`src/rtl/pipeline_lca_subtractor_if.sv`:
```
// Handshake and operand/result bus for the pipelined lookahead-borrow subtractor.
// The master side is the producer/consumer pair; the slave side is the subtractor.
interface pipeline_lca_subtractor_if #(
  parameter int WIDTH = 64
);
  logic             in_valid;
  logic             in_ready;
  logic [WIDTH-1:0] a;
  logic [WIDTH-1:0] b;
  logic             bin;
  logic             out_valid;
  logic             out_ready;
  logic [WIDTH-1:0] diff;
  logic             bout;
  logic             ovf;

  modport master (
    output in_valid, a, b, bin, out_ready,
    input  in_ready, out_valid, diff, bout, ovf
  );

  modport slave (
    input  in_valid, a, b, bin, out_ready,
    output in_ready, out_valid, diff, bout, ovf
  );
endinterface

```
`src/rtl/pipeline_lca_subtractor.sv`:
```
// Pipelined lookahead-borrow subtractor: diff = a - b - bin (mod 2^WIDTH).
// Register index 0 captures the operands. Stage k computes slice k and writes
// register index k+1, so index STAGES holds the finished sample.
// Operands travel alongside the partial result: the copy of slice k reaching
// stage k is therefore delayed k cycles. The result bits written by stage k
// ride along to the end, which delays them STAGES-1-k cycles. All slices of one
// sample leave together. A single global enable stalls every register at once.
module pipeline_lca_subtractor #(
  parameter int WIDTH  = 64,
  parameter int STAGES = 4
) (
  input  logic                         clk,
  input  logic                         rst_n,
  pipeline_lca_subtractor_if.slave     bus
);

  localparam int SW = WIDTH / STAGES;

  // Operand copies entering stage k.
  logic [WIDTH-1:0] op_a [STAGES];
  logic [WIDTH-1:0] op_b [STAGES];
  // Partial result, borrow and valid at register index k (0 = capture).
  logic [WIDTH-1:0] st_d  [STAGES+1];
  logic             st_br [STAGES+1];
  logic             st_v  [STAGES+1];
  logic             ovf_q;

  logic [SW-1:0]    sl_d  [STAGES];
  logic             sl_bo [STAGES];
  logic [WIDTH-1:0] nd    [STAGES];
  logic             ovf_next;
  logic             en;

  // One slice: 4-bit lookahead-borrow groups rippling group to group.
  function automatic logic [SW:0] sub_slice(input logic [SW-1:0] x,
                                            input logic [SW-1:0] y,
                                            input logic          bi);
    logic [SW-1:0] d;
    logic [3:0]    g;
    logic [3:0]    p;
    logic          grp_b;
    logic          bb;
    d     = '0;
    grp_b = bi;
    for (int n = 0; n < SW / 4; n++) begin
      g  = ~x[n*4 +: 4] & y[n*4 +: 4];
      p  = ~(x[n*4 +: 4] ^ y[n*4 +: 4]);
      bb = grp_b;
      for (int i = 0; i < 4; i++) begin
        d[n*4+i] = x[n*4+i] ^ y[n*4+i] ^ bb;
        bb       = g[i] | (p[i] & bb);
      end
      grp_b = g[3] | (p[3] & g[2]) | (p[3] & p[2] & g[1]) |
              (p[3] & p[2] & p[1] & g[0]) | (&p & grp_b);
    end
    return {grp_b, d};
  endfunction

  assign en           = !st_v[STAGES] || bus.out_ready;
  assign bus.in_ready = en;
  assign bus.out_valid = st_v[STAGES];
  assign bus.diff     = st_d[STAGES];
  assign bus.bout     = st_br[STAGES];
  assign bus.ovf      = ovf_q;

  // Per-stage slice arithmetic and merge into the partial result word.
  always_comb begin
    for (int k = 0; k < STAGES; k++) begin
      {sl_bo[k], sl_d[k]} = sub_slice(op_a[k][k*SW +: SW], op_b[k][k*SW +: SW], st_br[k]);
      nd[k]               = st_d[k];
      nd[k][k*SW +: SW]   = sl_d[k];
    end
    ovf_next = (op_a[STAGES-1][WIDTH-1] ^ op_b[STAGES-1][WIDTH-1]) &
               (nd[STAGES-1][WIDTH-1] ^ op_a[STAGES-1][WIDTH-1]);
  end

  // Pipeline registers: capture, slice stages and output, all gated by en.
  always_ff @(posedge clk or negedge rst_n) begin
    if (!rst_n) begin
      for (int k = 0; k < STAGES; k++) begin
        op_a[k] <= '0;
        op_b[k] <= '0;
      end
      for (int k = 0; k <= STAGES; k++) begin
        st_d[k]  <= '0;
        st_br[k] <= 1'b0;
        st_v[k]  <= 1'b0;
      end
      ovf_q <= 1'b0;
    end else if (en) begin
      op_a[0]  <= bus.a;
      op_b[0]  <= bus.b;
      st_br[0] <= bus.bin;
      st_d[0]  <= '0;
      st_v[0]  <= bus.in_valid;
      for (int k = 1; k < STAGES; k++) begin
        op_a[k] <= op_a[k-1];
        op_b[k] <= op_b[k-1];
      end
      for (int k = 0; k < STAGES; k++) begin
        st_d[k+1]  <= nd[k];
        st_br[k+1] <= sl_bo[k];
        st_v[k+1]  <= st_v[k];
      end
      ovf_q <= ovf_next;
    end
  end

endmodule

```
`src/flat_wrapper.sv`:
```
// flat-port wrapper written by rule: the top's interface ports become plain ports
module pipeline_lca_subtractor_flat 
#(
  parameter int WIDTH  = 64,
  parameter int STAGES = 4
)
  (clk, rst_n, bus_in_valid, bus_a, bus_b, bus_bin, bus_out_ready, bus_in_ready, bus_out_valid, bus_diff, bus_bout, bus_ovf);
  pipeline_lca_subtractor_if #(.WIDTH(WIDTH)) bus_i ();
  input  logic clk;
  input  logic rst_n;
  input wire logic [$bits(bus_i.in_valid)-1:0] bus_in_valid;
  input wire logic [$bits(bus_i.a)-1:0] bus_a;
  input wire logic [$bits(bus_i.b)-1:0] bus_b;
  input wire logic [$bits(bus_i.bin)-1:0] bus_bin;
  input wire logic [$bits(bus_i.out_ready)-1:0] bus_out_ready;
  output wire logic [$bits(bus_i.in_ready)-1:0] bus_in_ready;
  output wire logic [$bits(bus_i.out_valid)-1:0] bus_out_valid;
  output wire logic [$bits(bus_i.diff)-1:0] bus_diff;
  output wire logic [$bits(bus_i.bout)-1:0] bus_bout;
  output wire logic [$bits(bus_i.ovf)-1:0] bus_ovf;
  assign bus_i.in_valid = bus_in_valid;
  assign bus_i.a = bus_a;
  assign bus_i.b = bus_b;
  assign bus_i.bin = bus_bin;
  assign bus_i.out_ready = bus_out_ready;
  assign bus_in_ready = bus_i.in_ready;
  assign bus_out_valid = bus_i.out_valid;
  assign bus_diff = bus_i.diff;
  assign bus_bout = bus_i.bout;
  assign bus_ovf = bus_i.ovf;
  pipeline_lca_subtractor #(.WIDTH(WIDTH), .STAGES(STAGES)) u_core (.clk(clk), .rst_n(rst_n), .bus(bus_i));
endmodule
```
`config.mk`:
```
export PLATFORM = sky130hd
export DESIGN_NAME = pipeline_lca_subtractor_flat
export DESIGN_NICKNAME = d
export VERILOG_FILES = /design/src/rtl/pipeline_lca_subtractor_if.sv /design/src/rtl/pipeline_lca_subtractor.sv /design/src/flat_wrapper.sv
export SDC_FILE = /design/constraint.sdc
export NUM_CORES = 1
export LEC_CHECK = 0
export ABC_AREA = 0
export CAP_MARGIN = 20
export CELL_PAD_IN_SITES_DETAIL_PLACEMENT = 1
export CELL_PAD_IN_SITES_GLOBAL_PLACEMENT = 1
export CORE_MARGIN = 4
export CORE_UTILIZATION = 40
export CTS_CLUSTER_DIAMETER = 80
export DETAILED_ROUTE_END_ITERATION = 7
export PLACE_DENSITY = 0.67
export SLEW_MARGIN = 20
export SYNTH_ARGS = -nofsm -noshare
export SYNTH_HDL_FRONTEND = slang
export SYNTH_SLANG_ARGS = --single-unit
```
`constraint.sdc`:
```
create_clock -name clk -period 6.5 [get_ports clk]
set_clock_uncertainty 0.05 [all_clocks]
set_input_delay 1.625 -clock clk [delete_from_list [all_inputs] [get_ports clk]]
set_output_delay 1.625 -clock clk [all_outputs]
set_load 0.01 [all_outputs]
```
==> impl_summary.md, run 1 <==
Timing
The hold violation count in the final report is 0. The worst-case headroom to the max-slew limit is 31.28%. The total negative setup slack is 0 ps. The final hold slack is 413.4 ps. Setup repair after global routing left no endpoint under its margin. The minimum clock period after layout is 4845 ps. The fmax is 206.4 MHz.

The worst path uses 74.53% of the clock period. For the pin with the worst max-slew slack, the measured transition is 1031 ps. Setup violations remaining at the end of the flow were counted as 0. The max-slew violation count came to 0.

Synth
The number of enable flip-flop cells after synthesis is 0. sky130_fd_sc_hd__dfrtp_1 takes more of the synthesized area than any other cell. The synthesized instance count is 1514.

The most used flip-flop cell after synthesis is sky130_fd_sc_hd__dfrtp_1. Synthesis inferred 491 register bits. The part of the Yosys area used for sequential elements is 58.61%. After synthesis, the cell types taking the most area are sky130_fd_sc_hd__dfrtp_1, sky130_fd_sc_hd__mux2_2, sky130_fd_sc_hd__fa_1.

The synthesized netlist contains 36 unique library cells. The area fraction of the dominant cell type after synthesis is 58.61%. The total number of yosys warnings is 0. Counting flops with an async set or reset pin after synthesis yields a share of 100.0%.

The synthesized net count is 1759. The synthesized area divided by synthesized cell count is 13.85 sq um. Summing every instance area after synthesis gives 0.02096 sq mm.

Clock network
The clock passes through at most 3 buffers. The clock tree root driver cell is sky130_fd_sc_hd__clkbuf_16. The clock insertion delay at the later pin of the skew report is 580 ps.

Clock-pin slew was measured on the worst setup and hold paths at 50 ps. In this run, post-CTS repair resized a total of 0 instances. TritonCTS built the clock tree.

The clock sink count is 491. Buffers inserted during clock tree synthesis total 53. The number of hold buffers added after cts is 0.

Once the clock tree was built, the setup fixing pass inserted 0 buffers. The H-tree generated during clock tree synthesis spans 2 levels.

Routing
In this run the remaining antenna-violating nets after routing total 0. After the first detailed-routing iteration, the DRC count stood at 544. The number of vias after detailed routing is 11730.

The detailed-routing iteration count for the pre-antenna-repair pass is 4. Dividing the detail-routed wire length by the instance count gives 16.75 um. Wires add up to 40700 um. The DRC violation count after routing is 0. In the routed layout, each cell is associated on average with a via count of 4.825.

GRT
The all-layer global routing usage is 14.74%. The number of global-route vias before repair was 12890. The maximum number of pins on one net before global-route repair is 199. The number of antenna violations at the first check in global routing is 1. The wire length of the first global-routing pass is 68680 um. Summed over all layers, the global routing overflow is 0.

Setup path
The cell that appears most often on the critical path is sky130_fd_sc_hd__clkdlybuf4s50_1. The peak per-stage delay on the critical path is 640 ps. The largest individual stage delay along the critical path comes from the cell sky130_fd_sc_hd__clkdlybuf4s50_1. The critical path start-end classification is primary input to primary output. The category of the worst setup path capture point is a primary output. The worst flop-to-flop path startpoint is u_core.op_a[96]$_DFFE_PN0P_. The sum of buffers and inverters on the critical path is 2. The worst-case reg-to-reg path depth is 12. STA puts the critical path data arrival time at 3170 ps. The category of the worst setup path launch point is a primary input. The register-to-register path setup slack is 2820 ps. The data required time at the worst endpoint is 4830 ps. The maximum fanout along the worst path is 42.

Walking the worst path, the cells encountered are clkdlybuf4s50_1, nand2b_4, clkdlybuf4s50_1. The endpoint of the most critical register-to-register path is u_core.nd[47]$_DFFE_PN0P_. The kind of cell with the highest combined delay on the critical path is buffers and inverters.

Power
The power dissipated by switching net loads is 4116 uW. The cell-internal power is 8727 uW. The share of total power dissipated in the clock network is 23.8%. The maximum ir drop on the vdd rail is 213.5 uV. The analysis attributes to cell leakage a power of 0.01093 uW. The power share of the sequential group is 40.4%. The switching share of power is 32.05%. For this design the ratio of total power to cell area is 511.1 mW/mm^2.

The fraction of power consumed by combinational cells is 35.8%.

Floorplan
The die is 236.9 um tall. The initial utilization of the core area, before any placement, comes to 40.61%. The x dimension of the die is 236.9 um. The number of top-level pins is 201. The floorplan has 83 rows.

The die covers 0.05613 sq mm. In this run the standard cell core region covers 0.05161 sq mm.

Placed design
Buffers placed on the I/O ports in this run total 200. Routability-driven placement finished with a final weighted congestion of 0.7112. The post-detailed-placement half-perimeter wirelength is 27070 um.

Cells and area
The repair_antennas step left the layout with diodes totalling 0. The top cell types in the final layout, fill and taps aside, are sky130_fd_sc_hd__dfrtp_1, sky130_fd_sc_hd__mux2_2, sky130_fd_sc_hd__clkdlybuf4s50_1. The most frequent standard cell in the layout excluding fill and tap cells is sky130_fd_sc_hd__dfrtp_1. The final-stage net count is 1953. The post-route netlist has 26.06% of its cells at a drive strength greater than 1.

The area growth from synthesis to layout is 19.86%.

Worst hold path
The worst hold path belongs to the class flip-flop to flip-flop. Along the worst hold path, the cell count comes to 1. The path with the worst hold slack has its endpoint at u_core.bus.out_valid$_DFFE_PN0P_. The worst hold path begins at u_core.st_v[1]$_DFFE_PN0P_.

Job
The reported max-cap violation count is 0.

Status
The run finished with clean final reports.
==> area by class of cell <==
| cell class | instances | area (sq um) |
|---|---|---|
| fillers | 5220 | 26490 |
| clock buffers | 80 | 1600 |
| flip-flops and latches | 491 | 12290 |
| inverters | 95 | 356.6 |
| well taps | 680 | 850.8 |
| multi-input cells | 858 | 7699 |
| repair buffers | 209 | 2137 |
| clock inverters | 17 | 196.4 |
==> per-layer routing <==
layer	track usage, %	wire, um
met4	4.406	928
met3	2.574	1464
met5	0	13
met2	24.44	19640
met1	19.97	18660
==> cell usage after synthesis, types with 10 or more instances <==
library cell and n:
sky130_fd_sc_hd__mux2_2 356, sky130_fd_sc_hd__nand2_1 100, sky130_fd_sc_hd__inv_1 95, sky130_fd_sc_hd__buf_6 43
sky130_fd_sc_hd__dfrtp_1 491, sky130_fd_sc_hd__buf_2 16, sky130_fd_sc_hd__nor2_1 65, sky130_fd_sc_hd__a21oi_1 76
sky130_fd_sc_hd__o21ai_0 76, sky130_fd_sc_hd__ha_1 64, sky130_fd_sc_hd__fa_1 48, sky130_fd_sc_hd__xor2_1 10
==> through the flow <==
step                setup WS [ps]  area [sq um]  util [%]  std cells  total power [uW]
CTS                          1643         25130     48.68       2430             13130
global route                 1595         25130     48.68       2430             13950
global placement             1637         23330     45.20       2333              9690
detailed placement           1648         23330     45.20       2333              9962
floorplan                    2531         20960         -       1514              8423
finish                       1655         25130     48.68       2430             12840
==> worst reg2reg max path: stages (launching register included) <==
cell and delay [ps]:
sky130_fd_sc_hd__dfrtp_1 390, sky130_fd_sc_hd__inv_1 80, sky130_fd_sc_hd__ha_1 220, sky130_fd_sc_hd__a21oi_1 230
sky130_fd_sc_hd__nor2_1 130, sky130_fd_sc_hd__o311ai_1 450, sky130_fd_sc_hd__a211o_1 230, sky130_fd_sc_hd__nand2b_1 100
sky130_fd_sc_hd__fa_1 460, sky130_fd_sc_hd__fa_1 480, sky130_fd_sc_hd__fa_1 450, sky130_fd_sc_hd__xor2_1 180
sky130_fd_sc_hd__a21oi_1 90
==> power by group through the flow <==
| stage | clock network, uW | registers (uW) | logic, uW |
|---|---|---|---|
| 3_3_place_gp | 0 | 5190 | 4500 |
| 2_1_floorplan | 0 | 5070 | 3350 |
| 3_5_place_dp | 0 | 5260 | 4700 |
| 5_1_grt | 3300 | 5370 | 5280 |
| 6_report | 3050 | 5180 | 4600 |
| 4_1_cts | 3170 | 5220 | 4740 |
==> flip-flops by register name, indices dropped and copies added, names as in the netlist <==
register,count
u_core.bus.out_valid,1
u_core.st_br,4
u_core.nd,96
u_core.op_b,160
u_core.bus.ovf,1
u_core.bus.diff,64
u_core.st_v,4
u_core.bus.bout,1
u_core.op_a,160
==> kinds of logic (layout without fill, tap and decap cells) <==
kind of cell    Yosys count  count (layout)  synth area share (%)
simple gates            190             190                 3.701
flops                   491             491                 58.61
buf+inv                 165             401                 4.662
fa+ha+maj               112             112                 8.404
mux                     356             356                 19.12
compound gates          183             183                 4.787
xor+xnor                 17              17                0.7103
==> worst max-delay path by stage <==
stage                        startpoint            to  slack (ps)  depth (start not counted)
after floorplan           bus_out_ready  bus_in_ready        2530                          5
after CTS                 bus_out_ready  bus_in_ready        1640                          3
after global routing      bus_out_ready  bus_in_ready        1590                          3
after detailed placement  bus_out_ready  bus_in_ready        1650                          3
after global placement    bus_out_ready  bus_in_ready        1640                          3
final                     bus_out_ready  bus_in_ready        1660                          3
Note: power is estimated with default switching activity, not from simulation.
==> inputs of run 2 (changes only) <==
==> constraint.sdc (replaced) <==
create_clock -name clk -period 4.95 [get_ports clk]
set_clock_uncertainty 0.05 [all_clocks]
set_input_delay 1.2375 -clock clk [delete_from_list [all_inputs] [get_ports clk]]
set_output_delay 1.2375 -clock clk [all_outputs]
set_load 0.01 [all_outputs]
==> run 2 against run 1 <==
Clock power grew 25%. Worst hold slack better by 6.6 ps. Combinational power up 32%. Sequential share of layout area barely moved. Die area unchanged. Final cell count up 0.21%. Non-clock buffer count increased by 6.
==> impl_summary.md, run 2 (synthesis gave the netlist of run 1 again) <==
Status
The flow ran to the end, and the final reports show no timing, DRC or antenna violations.

Timing
Headroom to the max-slew limit came out at 35.73%. After routing, the total negative slack on setup checks comes to 0 ps. Derived from the worst setup path, the maximum achievable clock frequency is 255.4 MHz.

The hold violation count in the final report is 0. The number of endpoints failing setup at the final stage is 0. The max-slew violation count is 0. The part of the cycle the worst path needs is 79.09%. The worst path meets setup with 1035 ps of slack.

The minimum clock period after layout is 3915 ps. Setup repair after global routing left no endpoint under its margin. The slew at the pin with the worst max-slew slack is 964.0 ps.

Placed design
Prior to clock tree synthesis, the placed netlist has a worst setup slack of 1020 ps. The number of buffers added on ports is 200. Routability-driven placement finished with a final weighted congestion of 0.7374. In this run, placement finished with an instance count of 2338.

Summed over all nets, the half-perimeter wirelength after detailed placement is 27700 um.

Setup path
The register-to-register path setup slack is 1200 ps. Among the stages of the critical path, the cell type that occurs most often is sky130_fd_sc_hd__clkdlybuf4s50_1. The critical path is of the primary input to primary output type. Data arrives at the worst endpoint at 2630 ps. Traced cell by cell, the critical path runs through clkdlybuf4s50_1, nand2b_4, clkdlybuf4s50_1. The category of the worst setup path capture point is a primary output. The data required time at the worst endpoint is 3660 ps.

The worst setup path is launched from a primary input. The standard cell with the maximum stage delay on the critical path is sky130_fd_sc_hd__clkdlybuf4s50_1. The worst-case reg-to-reg path depth is 13. The worst flop-to-flop path startpoint is u_core.op_a[48]$_DFFE_PN0P_. The largest single stage delay on the critical path is 610 ps. The worst register-to-register path ends at u_core.bus.ovf$_DFFE_PN0P_. In this run the worst path has a maximum fanout of 23.

Cells and area
For this run, the number of standard cells in the final layout without fillers is 2435. Fill cells in the final layout number 5197. At the end of the flow, the number of nets in the layout was 1958.

Of the cells placed in the final design, the portion with a size suffix greater than 1 is 26.07%. Leaving out fill and tap cells, the most frequent cells in the layout are sky130_fd_sc_hd__dfrtp_1, sky130_fd_sc_hd__mux2_2, sky130_fd_sc_hd__clkdlybuf4s50_1. The most frequent standard cell in the layout excluding fill and tap cells is sky130_fd_sc_hd__dfrtp_1. The area growth from synthesis to final layout is 19.82%.

Job
The tool flagged a number of max-cap violations equal to 0.

Clock network
TritonCTS built the clock tree. The clock insertion delay at the later pin of the skew report is 590 ps. After clock tree synthesis, the clock-pin slew on the worst setup and hold paths is 60 ps. The number of instances resized during post-cts repair is 0. For this design, the CTS-stage hold fixing added 0 buffers. The clock net in this run drives a total of 491 sinks. The H-tree depth is 2.

Post-CTS timing repair inserted 0 buffers for setup. The clock buffer count from CTS is 52. Clock tree synthesis selected as its root buffer the cell sky130_fd_sc_hd__clkbuf_16. The number of buffers on the longest clock path is 3.

Routing
Dividing the detail-routed wire length by the instance count gives 16.79 um. For this run, the detailed router's first-pass iteration total came to 4. The number of antenna-violating nets in the routed design is 0. In the routed layout, each cell is associated on average with a via count of 4.847. The number of DRC markers in iteration 0 is 543. Across all layers, the routed design uses 11800 vias. The DRC violation count after routing is 0. Summed over all layers, the routed wires come to 40880 um.

Floorplan
The core area is 0.05161 sq mm. The floorplan die area is 0.05613 sq mm. During I/O placement, the number of pins put on the boundary was 201. The cell row count is 83.

Once the floorplan was initialized, standard cells occupied 40.61% of the core. In this run the vertical extent of the chip is 236.9 um. Measured along the x axis, the die boundary spans 236.9 um.

Worst hold path
Counting instances, the worst hold path has a depth of 1. The worst hold-check path type is flip-flop to flip-flop. The worst min-delay path startpoint is u_core.st_v[1]$_DFFE_PN0P_.

For hold timing, the worst endpoint is u_core.bus.out_valid$_DFFE_PN0P_.

GRT
The first global-routing pass estimated 68790 um of wire. The number of antenna violations at the first check in global routing came to 3. For this run, the total global-route usage over all layers was measured as 14.78%. Summed over all layers, the global routing overflow is 0.

Entering global routing, the biggest net connects 204 pins. The number of global-route vias before repair is 13130.

Power
In this run the static leakage power is 0.01094 uW. The design draws 16690 uW. The maximum ir drop on the vdd rail is 284.4 uV. The total power density per cell area is 664.4 mW/mm^2.
[run 2: cell types whose count changed in the layout (fill, tap and decap cells not counted)]
cell / before / now
sky130_fd_sc_hd__buf_12: 5 / 9
sky130_fd_sc_hd__buf_16: 0 / 1
sky130_fd_sc_hd__buf_4: 4 / 5
sky130_fd_sc_hd__bufinv_16: 4 / 3
sky130_fd_sc_hd__clkbuf_1: 12 / 14
sky130_fd_sc_hd__clkbuf_16: 55 / 53
sky130_fd_sc_hd__clkbuf_8: 13 / 8
sky130_fd_sc_hd__clkinv_2: 9 / 14
sky130_fd_sc_hd__clkinvlp_4: 3 / 0
sky130_fd_sc_hd__diode_2: 0 / 2
sky130_fd_sc_hd__inv_6: 1 / 2
[run 2: cell type report]
class / count / area [sq um] / area share [%]
Antenna cell: 2 / 5.005 / 0.01993
Clock buffer: 75 / 1489 / 5.928
Clock inverter: 19 / 177.7 / 0.7074
Inverter: 95 / 356.6 / 1.420
Multi-Input combinational cell: 858 / 7699 / 30.65
Sequential cell: 491 / 12290 / 48.92
Tap cell: 680 / 850.8 / 3.387
Timing Repair Buffer: 215 / 2252 / 8.967
[run 2: stage by stage]
step	utilization (%)	hold WS, ps	cell area, sq um
final	48.66	420.0	25120
after global routing	48.65	447.7	25110
after CTS	48.60	426.9	25080
after detailed placement	45.37	400.6	23420
after global placement	45.37	390.3	23420
after floorplan	-	380.5	20960
[run 2: routing by layer]
layer  vias up  share of wire (%)  track usage, %  routed length (um)
li1       5554                  -               -                   -
met1      6033                 45           19.81               18530
met2       150                 49           24.37               19880
met3        63                3.9           2.958                1574
met4         2                2.2           4.636                 890
met5         -              0.017               0                   7
[run 2: where the power goes]
part           switching, uW  internal [uW]
Sequential              1010           5800
Combinational           2840           3230
Clock                   1560           2240
[run 2: critical path, delay by kind of cell]
kind | cells | cell delay (ps)
AND/OR/NAND/NOR | 1 | 320
buffers and inverters | 2 | 1060
[run 2: how the worst max path moves through the flow]
stage | endpoint | from | cells past startpoint
4_1_cts | bus_in_ready | bus_out_ready | 3
2_1_floorplan | u_core.bus.ovf$_DFFE_PN0P_ | u_core.op_a[54]$_DFFE_PN0P_ | 12
3_3_place_gp | bus_in_ready | bus_out_ready | 3
5_1_grt | u_core.bus.ovf$_DFFE_PN0P_ | u_core.op_a[48]$_DFFE_PN0P_ | 13
3_5_place_dp | bus_in_ready | bus_out_ready | 3
6_report | bus_in_ready | bus_out_ready | 3
==> inputs of run 3 (changes only) <==
--- a/config.mk
+++ b/config.mk
@@ -13,7 +13,7 @@
 export CORE_UTILIZATION = 40
 export CTS_CLUSTER_DIAMETER = 80
 export DETAILED_ROUTE_END_ITERATION = 7
-export PLACE_DENSITY = 0.67
+export PLACE_DENSITY = 0.7
 export SLEW_MARGIN = 20
 export SYNTH_ARGS = -nofsm -noshare
 export SYNTH_HDL_FRONTEND = slang
==> constraint.sdc (replaced) <==
create_clock -name clk -period 3.3 [get_ports clk]
set_clock_uncertainty 0.05 [all_clocks]
set_input_delay 0.825 -clock clk [delete_from_list [all_inputs] [get_ports clk]]
set_output_delay 0.825 -clock clk [all_outputs]
set_load 0.01 [all_outputs]
==> run 3 against run 2 <==
Register-to-register slack got worse by 1200 ps. Utilization up 1.9 points. Critical path type is now flip-flop to flip-flop. Wire length is 7.4% higher. Cell area grew 3.9%.
==> impl_summary.md, run 3 (synthesis gave the netlist of run 1 again) <==
Status
The flow ran to the end, and the final reports show no timing, DRC or antenna violations.

Timing
The max-slew violation count came to 0. The worst pin sits at a relative slew slack of 47.30%. The fmax is 303.6 MHz. The final hold slack is 207.9 ps. The total negative setup slack is 0 ps. The minimum clock period after layout is 3294 ps. The hold violation count in the final report is 0. The number of endpoints failing setup at the final stage is 0. The part of the cycle the worst path needs is 99.82%. Setup repair after global routing could not meet its margin everywhere. At the pin with the least slew margin, the transition time is 790.4 ps.

GRT
The all-layer global routing usage is 15.60%. The number of global-route vias before repair is 13620. The most congested layer reported by global routing is met2.

The number of antenna violations at the first check in global routing is 3. The met2 global-route usage is 26.41%. The routing usage on met3 is 3.098%.

The maximum number of pins on one net before global-route repair is 143. The global routing usage on met1 is 20.47%. The total global routing overflow is 0. The first global-routing pass estimated 72190 um of wire.

Power
The total power density per cell area is 1027 mW/mm^2. The reported leakage power is 0.01133 uW. Power comes to 26810 uW. The maximum ir drop on the vdd rail is 426.7 uV.

Routing
The detailed-route vias per instance is 4.843. Once detail routing completed, the nets flagged for antenna violations numbered 0. Before antenna repair, the detailed router went through 4 iterations.

The total length of routed wires is 43930 um. The DRC violation count after routing is 0. The number of vias after detailed routing is 12120. After detailed routing, the average wire length per cell comes to 17.55 um.

After the first detailed-routing iteration, the DRC count stood at 637.

Cells and area
The most frequent standard cell in the layout excluding fill and tap cells is sky130_fd_sc_hd__dfrtp_1. Summing all flip-flop and latch instances after layout gives 0.01229 sq mm. The post-route netlist has 31.65% of its cells at a drive strength greater than 1. In the final design database the tool counted 2020 nets. The number of fillers in the final layout is 5146.

The library cells used most frequently in the layout, excluding fill and tap cells, are sky130_fd_sc_hd__dfrtp_1, sky130_fd_sc_hd__mux2_2, sky130_fd_sc_hd__clkdlybuf4s50_1. The area of the multi-input gates is 0.007951 sq mm. Compared with the post-synthesis result, the final layout area differs by 24.54%.

Setup path
Tracing the worst setup path back leads to its startpoint at u_core.op_a[50]$_DFFE_PN0P_. The largest single stage delay on the critical path is 380 ps. The critical path goes through inv_1, ha_4, a21oi_2, nor2b_1, o311ai_2, buf_4, a211o_1, nand2b_1, fa_2, fa_2, fa_2, xor2_1, o21ai_1, o21a_1. The standard cell with the maximum stage delay on the critical path is sky130_fd_sc_hd__dfrtp_1. The data arrival time at the worst-slack endpoint is 3750 ps. The most numerous cell type found on the critical path is sky130_fd_sc_hd__fa_2.

In this run the worst path has a maximum fanout of 2. The critical path start-end classification is flip-flop to flip-flop. The category of the worst setup path capture point is a flip-flop. The category of the worst setup path launch point is a flip-flop. The startpoint identified for the worst register-to-register timing path is u_core.op_a[50]$_DFFE_PN0P_. The data required time at the worst endpoint is 3760 ps.

Placed design
The number of buffers added on ports is 200. The congestion estimate from routability-driven global placement came to 0.7482. The post-detailed-placement half-perimeter wirelength is 29740 um.

Clock network
The number of buffers on the longest clock path is 3. The CTS tree is done. The clock insertion delay at the later pin of the skew report is 580 ps. The number of hold buffers added after cts is 0.

Buffers inserted during clock tree synthesis total 55. The CTS clock-pin slew for the worst setup and hold paths is 60 ps. The clock sink count is 491. The H-tree depth is 2. The cell sitting at the root of the clock tree is a sky130_fd_sc_hd__clkbuf_16.

Floorplan
The die covers 0.05613 sq mm. Once the floorplan was initialized, standard cells occupied 40.61% of the core. In this run the vertical extent of the chip is 236.9 um. The number of top-level pins is 201. The cell row count is 83. Measured along the x axis, the die boundary spans 236.9 um. The region available for standard cell placement spans 0.05161 sq mm.

Worst hold path
The worst hold-check path type is primary input to asynchronous set/reset pin.

Job
The reported max-cap violation count is 0.
run 3: changes by cell type in the layout (fill, tap and decap cells not counted), sizes merged:
cell,previous run,this run
diode,2,3
buf,16,75
inv,97,96
clkinvlp,0,1
clkbuf,75,82
bufinv,3,8
clkinv,14,10
run 3: metal layers:
| metal | up-vias | routed length, um |
|---|---|---|
| li1 | 5683 | - |
| met1 | 6206 | 19370 |
| met2 | 168 | 21800 |
| met3 | 64 | 1731 |
| met4 | 0 | 1029 |
| met5 | - | 0 |
run 3: metrics by stage:
stage / instance area [sq um] / util [%] / cells / worst slack (ps)
after floorplan: 20960 / - / 1514 / 14.25
after global placement: 23870 / 46.25 / 2390 / -296.1
after detailed placement: 23870 / 46.25 / 2390 / -356.4
after CTS: 25880 / 50.14 / 2494 / -0.1843
after global routing: 26100 / 50.57 / 2500 / -131.2
final: 26110 / 50.58 / 2503 / 6.060
run 3: final timing paths:
kind / endpoint / slack (ps) / cells after the start
min reg2reg: u_core.op_a[103]$_DFFE_PN0P_ / 440 / 2
min in group clk: u_core.op_a[103]$_DFFE_PN0P_ / 440 / 2
max: u_core.bus.ovf$_DFFE_PN0P_ / 6 / 14
min: u_core.op_a[212]$_DFFE_PN0P_ / 210 / 1
max reg2reg: u_core.bus.ovf$_DFFE_PN0P_ / 6 / 14
max in group asynchronous: u_core.op_b[246]$_DFFE_PN0P_ / 2060 / 2
run 3: cell type report:
class                           count  area share [%]
Antenna cell                        3         0.02875
Clock buffer                       82           6.168
Clock inverter                     20           1.174
Inverter                           95           1.366
Multi-Input combinational cell    858           30.46
Sequential cell                   491           47.06
Tap cell                          680           3.259
Timing Repair Buffer              274           10.49
run 3: critical path: cells and delay by family (launching register included):
kind	cells	cell delay, ps
AND/OR/NAND/NOR	2	190
adder cells (fa/ha/maj)	4	1320
AO/OA/AOI/OAI	5	850
buffers and inverters	2	260
XOR/XNOR	1	170
flip-flops	1	380
run 3: repair_timing:
action	CTS	global route
setup endpoints to repair	14	13
setup buffers	2	6
pin swaps	8	25
hold endpoints to repair	0	0
resized for setup	21	36
run 3: where the power goes:
| group | leakage (uW) | switching (uW) | internal, uW |
|---|---|---|---|
| Sequential | 0.00570 | 1560 | 8710 |
| Combinational | 0.00469 | 4690 | 5480 |
| Clock | 0.000943 | 2390 | 3990 |
| Total | 0.0113 | 8640 | 18200 |
